--- src/rtl/spi_target_byte.sv ---
// SPI target endpoint: oversamples CS/SCLK/MOSI on the system clock, shifts MISO out,
// and exchanges whole bytes with the fabric (rx pulse, tx valid/ready).
//
// state  | meaning
// IDLE   | not selected: MISO released, SCLK edges ignored
// ACTIVE | selected: sampling MOSI and shifting MISO on the configured edges
module spi_target_byte #(
  parameter logic       CPOL      = 1'b1,
  parameter logic       CPHA      = 1'b1,
  parameter logic [7:0] FILL_BYTE = 8'hFF
) (
  input  logic       i_sys_clk,
  input  logic       i_sys_rst,
  input  logic       i_cs,
  input  logic       i_sclk,
  input  logic       i_mosi,
  output logic       o_miso,
  output logic       o_miso_oe,
  input  logic [7:0] i_tx_data,
  input  logic       i_tx_valid,
  output logic       o_tx_ready,
  output logic [7:0] o_rx_data,
  output logic       o_rx_valid,
  output logic       o_frame_start,
  output logic       o_frame_end,
  output logic       o_tx_underrun,
  output logic       o_rx_partial
);

  typedef enum logic {ST_IDLE = 1'b0, ST_ACTIVE = 1'b1} state_t;

  state_t     r_state;
  state_t     w_state_nxt;

  logic       r_cs_s1, r_cs_s2, r_cs_s3;
  logic       r_sclk_s1, r_sclk_s2, r_sclk_s3;
  logic       r_mosi_s1, r_mosi_s2;
  logic [2:0] r_bit_cnt;
  logic [7:0] r_rx_shift;
  logic [7:0] r_rx_data;
  logic       r_rx_valid;
  logic [7:0] r_miso_shift;
  logic [7:0] r_tx_buf;

  logic       w_sclk_edge, w_lead, w_trail, w_sample, w_shift;
  logic       w_cs_fall, w_cs_rise;
  logic       w_start, w_end, w_run, w_byte_done, w_fetch;
  logic [7:0] w_fetch_byte;

  assign w_sclk_edge  = r_sclk_s2 != r_sclk_s3;
  assign w_lead       = w_sclk_edge && (r_sclk_s2 != CPOL);
  assign w_trail      = w_sclk_edge && (r_sclk_s2 == CPOL);
  assign w_sample     = CPHA ? w_trail : w_lead;
  assign w_shift      = CPHA ? w_lead : w_trail;
  assign w_cs_fall    = r_cs_s3 && !r_cs_s2;
  assign w_cs_rise    = !r_cs_s3 && r_cs_s2;
  assign w_fetch_byte = i_tx_valid ? i_tx_data : FILL_BYTE;

  always_ff @(posedge i_sys_clk) begin
    if (i_sys_rst) begin
      r_state <= ST_IDLE;
    end else begin
      r_state <= w_state_nxt;
    end
  end

  always_comb begin
    w_state_nxt = r_state;
    case (r_state)
      ST_IDLE:   if (w_cs_fall) w_state_nxt = ST_ACTIVE;
      ST_ACTIVE: if (w_cs_rise) w_state_nxt = ST_IDLE;
      default:   w_state_nxt = ST_IDLE;
    endcase
  end

  // A cs rise outranks any sclk edge seen in the same cycle.
  always_comb begin
    o_miso_oe   = 1'b0;
    o_miso      = 1'b1;
    w_start     = 1'b0;
    w_end       = 1'b0;
    w_run       = 1'b0;
    if (r_state == ST_ACTIVE) begin
      o_miso_oe = 1'b1;
      o_miso    = r_miso_shift[7];
      w_end     = w_cs_rise;
      w_run     = !w_cs_rise;
    end else begin
      w_start   = w_cs_fall;
    end
    w_byte_done   = w_run && w_sample && (r_bit_cnt == 3'd7);
    w_fetch       = !i_sys_rst && (w_start || w_byte_done);
    o_tx_ready    = w_fetch && i_tx_valid;
    o_tx_underrun = w_fetch && !i_tx_valid;
    o_frame_start = !i_sys_rst && w_start;
    o_frame_end   = !i_sys_rst && w_end;
    o_rx_partial  = !i_sys_rst && w_end && (r_bit_cnt != 3'd0);
  end

  always_ff @(posedge i_sys_clk) begin
    if (i_sys_rst) begin
      r_cs_s1      <= 1'b1;
      r_cs_s2      <= 1'b1;
      r_cs_s3      <= 1'b1;
      r_sclk_s1    <= CPOL;
      r_sclk_s2    <= CPOL;
      r_sclk_s3    <= CPOL;
      r_mosi_s1    <= 1'b0;
      r_mosi_s2    <= 1'b0;
      r_bit_cnt    <= 3'd0;
      r_rx_shift   <= 8'h00;
      r_rx_data    <= 8'h00;
      r_rx_valid   <= 1'b0;
      r_miso_shift <= 8'hFF;
      r_tx_buf     <= FILL_BYTE;
    end else begin
      r_cs_s1    <= i_cs;
      r_cs_s2    <= r_cs_s1;
      r_cs_s3    <= r_cs_s2;
      r_sclk_s1  <= i_sclk;
      r_sclk_s2  <= r_sclk_s1;
      r_sclk_s3  <= r_sclk_s2;
      r_mosi_s1  <= i_mosi;
      r_mosi_s2  <= r_mosi_s1;
      r_rx_valid <= 1'b0;
      if (w_start) begin
        r_bit_cnt <= 3'd0;
        // CPHA=0 must present bit7 before the first edge; CPHA=1 loads it on that edge.
        if (CPHA) r_tx_buf <= w_fetch_byte;
        else      r_miso_shift <= w_fetch_byte;
      end
      if (w_run && w_sample) begin
        r_rx_shift <= {r_rx_shift[6:0], r_mosi_s2};
        r_bit_cnt  <= r_bit_cnt + 3'd1;
        if (r_bit_cnt == 3'd7) begin
          r_rx_data  <= {r_rx_shift[6:0], r_mosi_s2};
          r_rx_valid <= 1'b1;
          r_tx_buf   <= w_fetch_byte;
        end
      end
      if (w_run && w_shift) begin
        if (r_bit_cnt == 3'd0) r_miso_shift <= r_tx_buf;
        else                   r_miso_shift <= {r_miso_shift[6:0], 1'b1};
      end
    end
  end

  assign o_rx_data  = r_rx_data;
  assign o_rx_valid = r_rx_valid;

endmodule

--- config.mk ---
export PLATFORM = sky130hd
export DESIGN_NAME = spi_target_byte
export DESIGN_NICKNAME = d
export VERILOG_FILES = /design/src/rtl/spi_target_byte.sv
export SDC_FILE = /design/constraint.sdc
export NUM_CORES = 1
export LEC_CHECK = 0
export ABC_AREA = 1
export BUFFER_PORTS_ARGS = -buffer_cell sky130_fd_sc_hd__buf_2
export CAP_MARGIN = 20
export CORE_MARGIN = 5
export CORE_UTILIZATION = 55
export DETAILED_ROUTE_END_ITERATION = 7
export GPL_TIMING_DRIVEN = 0
export HOLD_SLACK_MARGIN = 0.12
export PLACE_DENSITY_LB_ADDON = 0.1
export SETUP_SLACK_MARGIN = 0.4
export SLEW_MARGIN = 20
export SYNTH_ARGS = -nofsm -noshare
export SYNTH_HDL_FRONTEND = slang
export SYNTH_SLANG_ARGS = --single-unit
--- constraint.sdc ---
create_clock -name i_sys_clk -period 2.7 [get_ports i_sys_clk]
set_clock_uncertainty 0.05 [all_clocks]
set_input_delay 0.54 -clock i_sys_clk [delete_from_list [all_inputs] [get_ports i_sys_clk]]
set_output_delay 0.54 -clock i_sys_clk [all_outputs]
set_load 0.1 [all_outputs]
* Yosys cells after proc, flatten, opt, wreduce, memory -nomap -nowiden
Index checks and enable logic that the tools add are counted.
Storage, ports and cells: input bits 14, word-level logic and storage cells 61, bits in registers 44
Cells by class: multiplexer cells 16, add/subtract/negate cells 1, bitwise logic cells 3, equality and inequality tests 2, reduce and logical (&&, ||, !) cells 24
Operators by type and width (count):
- 8-bit two-way mux | 5
- 1-bit logical AND | 13
- 1-bit two-way mux | 8
- 3-bit two-way mux | 2
- 1-bit zero test | 5
- 3-bit by 1-bit adder with 3-bit output, second input constant | 1
- 3-bit == test, second input constant | 1
- 3-bit zero test | 1
- 1-bit NOT | 3
- 3-bit nonzero test | 1
- 1-bit case mux with 2 select lines | 1
- 2-bit AND reduction | 1
- 2-bit nonzero test | 1
- 2-bit OR reduction | 1
- 1-bit logical OR | 1
- 1-bit != test | 1

* Longest topological paths before layout
depth after elaboration 9, mapped depth 8

* Worst setup path before layout
OpenSTA, ideal clock, no wires.
path type reg2out, from reg r_state, to out o_rx_partial, stages on the path, launching flop included 3, data arrival time 4.119 ns, setup slack -2.009 ns, data required time 2.110 ns, buffers on the path 0, cell sequence dfxtp_1 inv_2 nor4_1
On the way: word-level cells in the longest chain between the ends 3
Ends and longest elaborated chain:
- start, declared | line 32 | state_t r_state;
- start signal, assigned | line 63 | r_state <= w_state_nxt;
- 1-bit two-way mux | line 83 | if (r_state == ST_ACTIVE) begin
- 1-bit logical AND (2 in series) | line 97 | o_rx_partial = !i_sys_rst && w_end && (r_bit_cnt != 3'd0);
- end, declared | line 27 | output logic o_rx_partial
No other way between the ends.

* Final worst setup path
from reg r_bit_cnt[0], to out o_rx_partial
On the way: word-level cells in the longest chain between the ends 2
Ends and longest elaborated chain:
- start, declared | line 38 | logic [2:0] r_bit_cnt;
- start signal, assigned | line 134 | r_bit_cnt <= r_bit_cnt + 3'd1;
- 3-bit nonzero test | line 97
- 1-bit logical AND | line 97
No other way between the ends.

==> impl_metrics.py <==
metrics = {
    "layout": {
        "nNetsFinal": 309,
        "antenna_cells": 0,
        "layout_commonest_cell": "nand2_1",
        "fin_cells": 339,
        "layout-drive-gt1-share_pct": 28.67,
        "syn_to_final_growth_pct": 24.69,
        "seqCellArea_sq_um": 887.1,
        "multiInputGateArea_sq_um": 907.1,
        "n_fill_cell": 281,
        "most-common-layout-cells": "75 x nand2_1, 41 x dfxtp_1, 27 x nor2_1",
    },
    "setup_path": {
        "cp.arrival_ps": 1630,
        "critPathKind": "reg -> out",
        "cp-start-kind": "flip-flop",
        "cp_max_fo": 9,
        "cp_cell_sequence": "inv_1 -> ha_1 -> nand2_4 -> inv_4 -> nor4_4 -> buf_6",
        "crit_buf_inv": 3,
        "critPathRequiredTime_ps": 2110,
        "crit_slowest_cell": "dfxtp_2",
        "slowest_delay_ps": 380,
        "cp_top_family": "buffers and inverters",
        "endpoint_kind": "primary output",
    },
    "power_and_ir_drop": {
        "total_power_w": 0.001107,
        "p_per_area_nw_per_um2": 482.9,
        "p_leak_nw": 1.085,
        "ir_drop_v": 0.0002992,
    },
    "drt": {
        "ant_nets": 0,
        "finalWirelength_mm": 3.682,
        "drc": 0,
        "vias": 1609,
        "drt-pass1-iter-count": 4,
        "routedWlPerCell_um": 10.86,
        "vias_per_cell": 4.746,
        "first_iter_violations": 118,
    },
    "synth": {
        "netlist_instances": 253,
        "yosys.area_share.adder_pct": 2.041,
        "synthMuxAreaShare_pct": 0,
        "synth-warning-count": 0,
        "ys_types": 22,
        "syn_area_per_cell_sq_um": 7.270,
        "synthArstFlopShare_pct": 0,
        "synth_simple_gate_area_share_pct": 36.26,
        "syn_area_sq_um": 1839,
        "synth_top_family_by_area": "simple AND/OR/NAND/NOR gates",
        "synth-edff-count": 0,
        "seq_area_frac_synth_pct": 47.89,
        "synthXorXnorAreaFrac_pct": 0,
        "synth_fp_nets": 270,
        "synth_compound_area_share_pct": 5.986,
        "ys_ff_latch": 44,
        "synth_ff_type": "dfxtp_1",
    },
    "cts": {
        "clock_latency_ps": 350,
        "clock-sinks": 44,
        "cts_buffer_depth": 2,
        "cts_tree": "done",
        "hold_buffers": 0,
        "clkSlewWorstSetupHoldPaths_ps": 130,
        "numCtsBuffers": 5,
        "ctsRootBufferMaster": "clkbuf_4",
        "h-tree-depth": 2,
    },
    "die": {
        "rows": 21,
        "die_w_um": 67.83,
        "core_area_sq_um": 3284,
        "start_util_pct": 56.00,
        "die_height_um": 67.83,
        "dieArea_sq_um": 4601,
        "io_pins": 30,
    },
    "global_routing": {
        "grt_first_pass_wirelength_mm": 6.327,
        "grt_use_total_pct": 18.36,
        "antenna_found_initial": 0,
        "overflow": 0,
        "first_global_vias": 1425,
        "grt_start_max_net_pins": 14,
    },
    "place": {
        "place_inst": 328,
        "dp_slack_ps": 109.6,
        "dp_hpwl_mm": 2.557,
        "io_buffers": 29,
        "gp_congestion": 0.8138,
    },
    "sta": {
        "report.final.slew_viol_count": 0,
        "fin_setup_tns_ps": 0,
        "rsz0062_at_grt": "yes",
        "fmax_mhz": 449.8,
        "whs_ps": 320.6,
        "maxSlewHeadroom_pct": 60.61,
        "fin_crit_sh_pct": 82.35,
        "finalSetupViolCount": 0,
        "tightest_slew_ps": 590.8,
        "fin_crit_ps": 2223,
        "setup_ws_ps": 476.6,
        "hold_viol": 0,
    },
    "job": {
        "maxCapViolations": 0,
    },
    "hold_path": {
        "min_path_type": "in -> reg",
    },
    "status": {
        "status": "complete, no violations",
    },
}
cell families after synthesis:
group / after synthesis
flip-flops: 44
adder cells (fa/ha/maj): 3
AO/OA/AOI/OAI: 22
buffers and inverters: 35
AND/OR/NAND/NOR: 149
synth_stat cells (3+ instances only):
| library cell | n | share of area, % |
|---|---|---|
| dfxtp_1 | 44 | 48 |
| inv_2 | 5 | 1.0 |
| nand3_1 | 18 | 4.9 |
| ha_1 | 3 | 2.0 |
| clkbuf_1 | 4 | 0.82 |
| or2_2 | 13 | 4.4 |
| nand2_1 | 77 | 16 |
| inv_1 | 23 | 4.7 |
| a21oi_1 | 13 | 3.5 |
| o21ai_0 | 9 | 2.4 |
| nor2_1 | 30 | 6.1 |
sequential cells by signal, summed over array words and instances (netlist names):
register / cells
r_tx_buf: 8
r_rx_shift: 7
o_rx_data: 8
r_cs_s1: 1
r_cs_s3: 1
r_sclk_s1: 1
r_cs_s2: 1
r_mosi_s2: 1
r_sclk_s3: 1
r_bit_cnt: 3
o_rx_valid: 1
r_miso_shift: 8
r_state: 1
r_sclk_s2: 1
r_mosi_s1: 1
cell type report:
type | instances | share of cell area [%]
multi-input cells | 174 | 39.55
well taps | 46 | 2.510
flip-flops and latches | 44 | 38.68
inverters | 28 | 4.692
clock inverters | 1 | 0.3273
repair buffers | 32 | 9.165
plain buffers | 7 | 2.673
clock buffers | 7 | 2.400
routing by layer:
metal / wire length, um / GRT usage [%] / share of wire (%)
met1: 1810 / 25.41 / 49
met2: 1568 / 27.58 / 43
met3: 273 / 5.255 / 7.4
met4: 29 / 5.955 / 0.79
met5: 0 / 0 / 0
path summary, 6_finish.rpt:
| check | start | endpoint | slack (ps) | cells past startpoint |
|---|---|---|---|---|
| max | r_bit_cnt[0]$_SDFFE_PP0P_ | o_rx_partial | 480 | 6 |
| min | i_cs | r_cs_s1$_SDFF_PP1_ | 320 | 2 |
| max reg2reg | r_bit_cnt[1]$_SDFFE_PP0P_ | r_tx_buf[2]$_SDFF_PP1_ | 1170 | 7 |
| min reg2reg | r_mosi_s1$_SDFF_PP0_ | r_mosi_s2$_SDFF_PP0_ | 360 | 2 |
power by group:
group	leakage, nW	internal [W]	total [W]	switching, W
sequential	0.360	0.000663	0.000672	0.00000893
combinational	0.694	0.0000386	0.000102	0.0000630
clock	0.0315	0.000128	0.000334	0.000206
total	1.09	0.000829	0.00111	0.000278
repair_timing:
action	CTS	global route
pin swaps	2	2
cloned	0	0
gates resized for setup	19	4
setup buffers	3	0
setup endpoints to repair	4	4
through the flow:
| stage | util (%) | cell area [sq um] |
|---|---|---|
| final | 69.83 | 2293 |
| after global routing | 69.83 | 2293 |
| after CTS | 69.14 | 2271 |
| after detailed placement | 64.42 | 2116 |
| after global placement | 64.42 | 2116 |
| after floorplan | - | 1913 |
(Power assumes the default switching activity.)
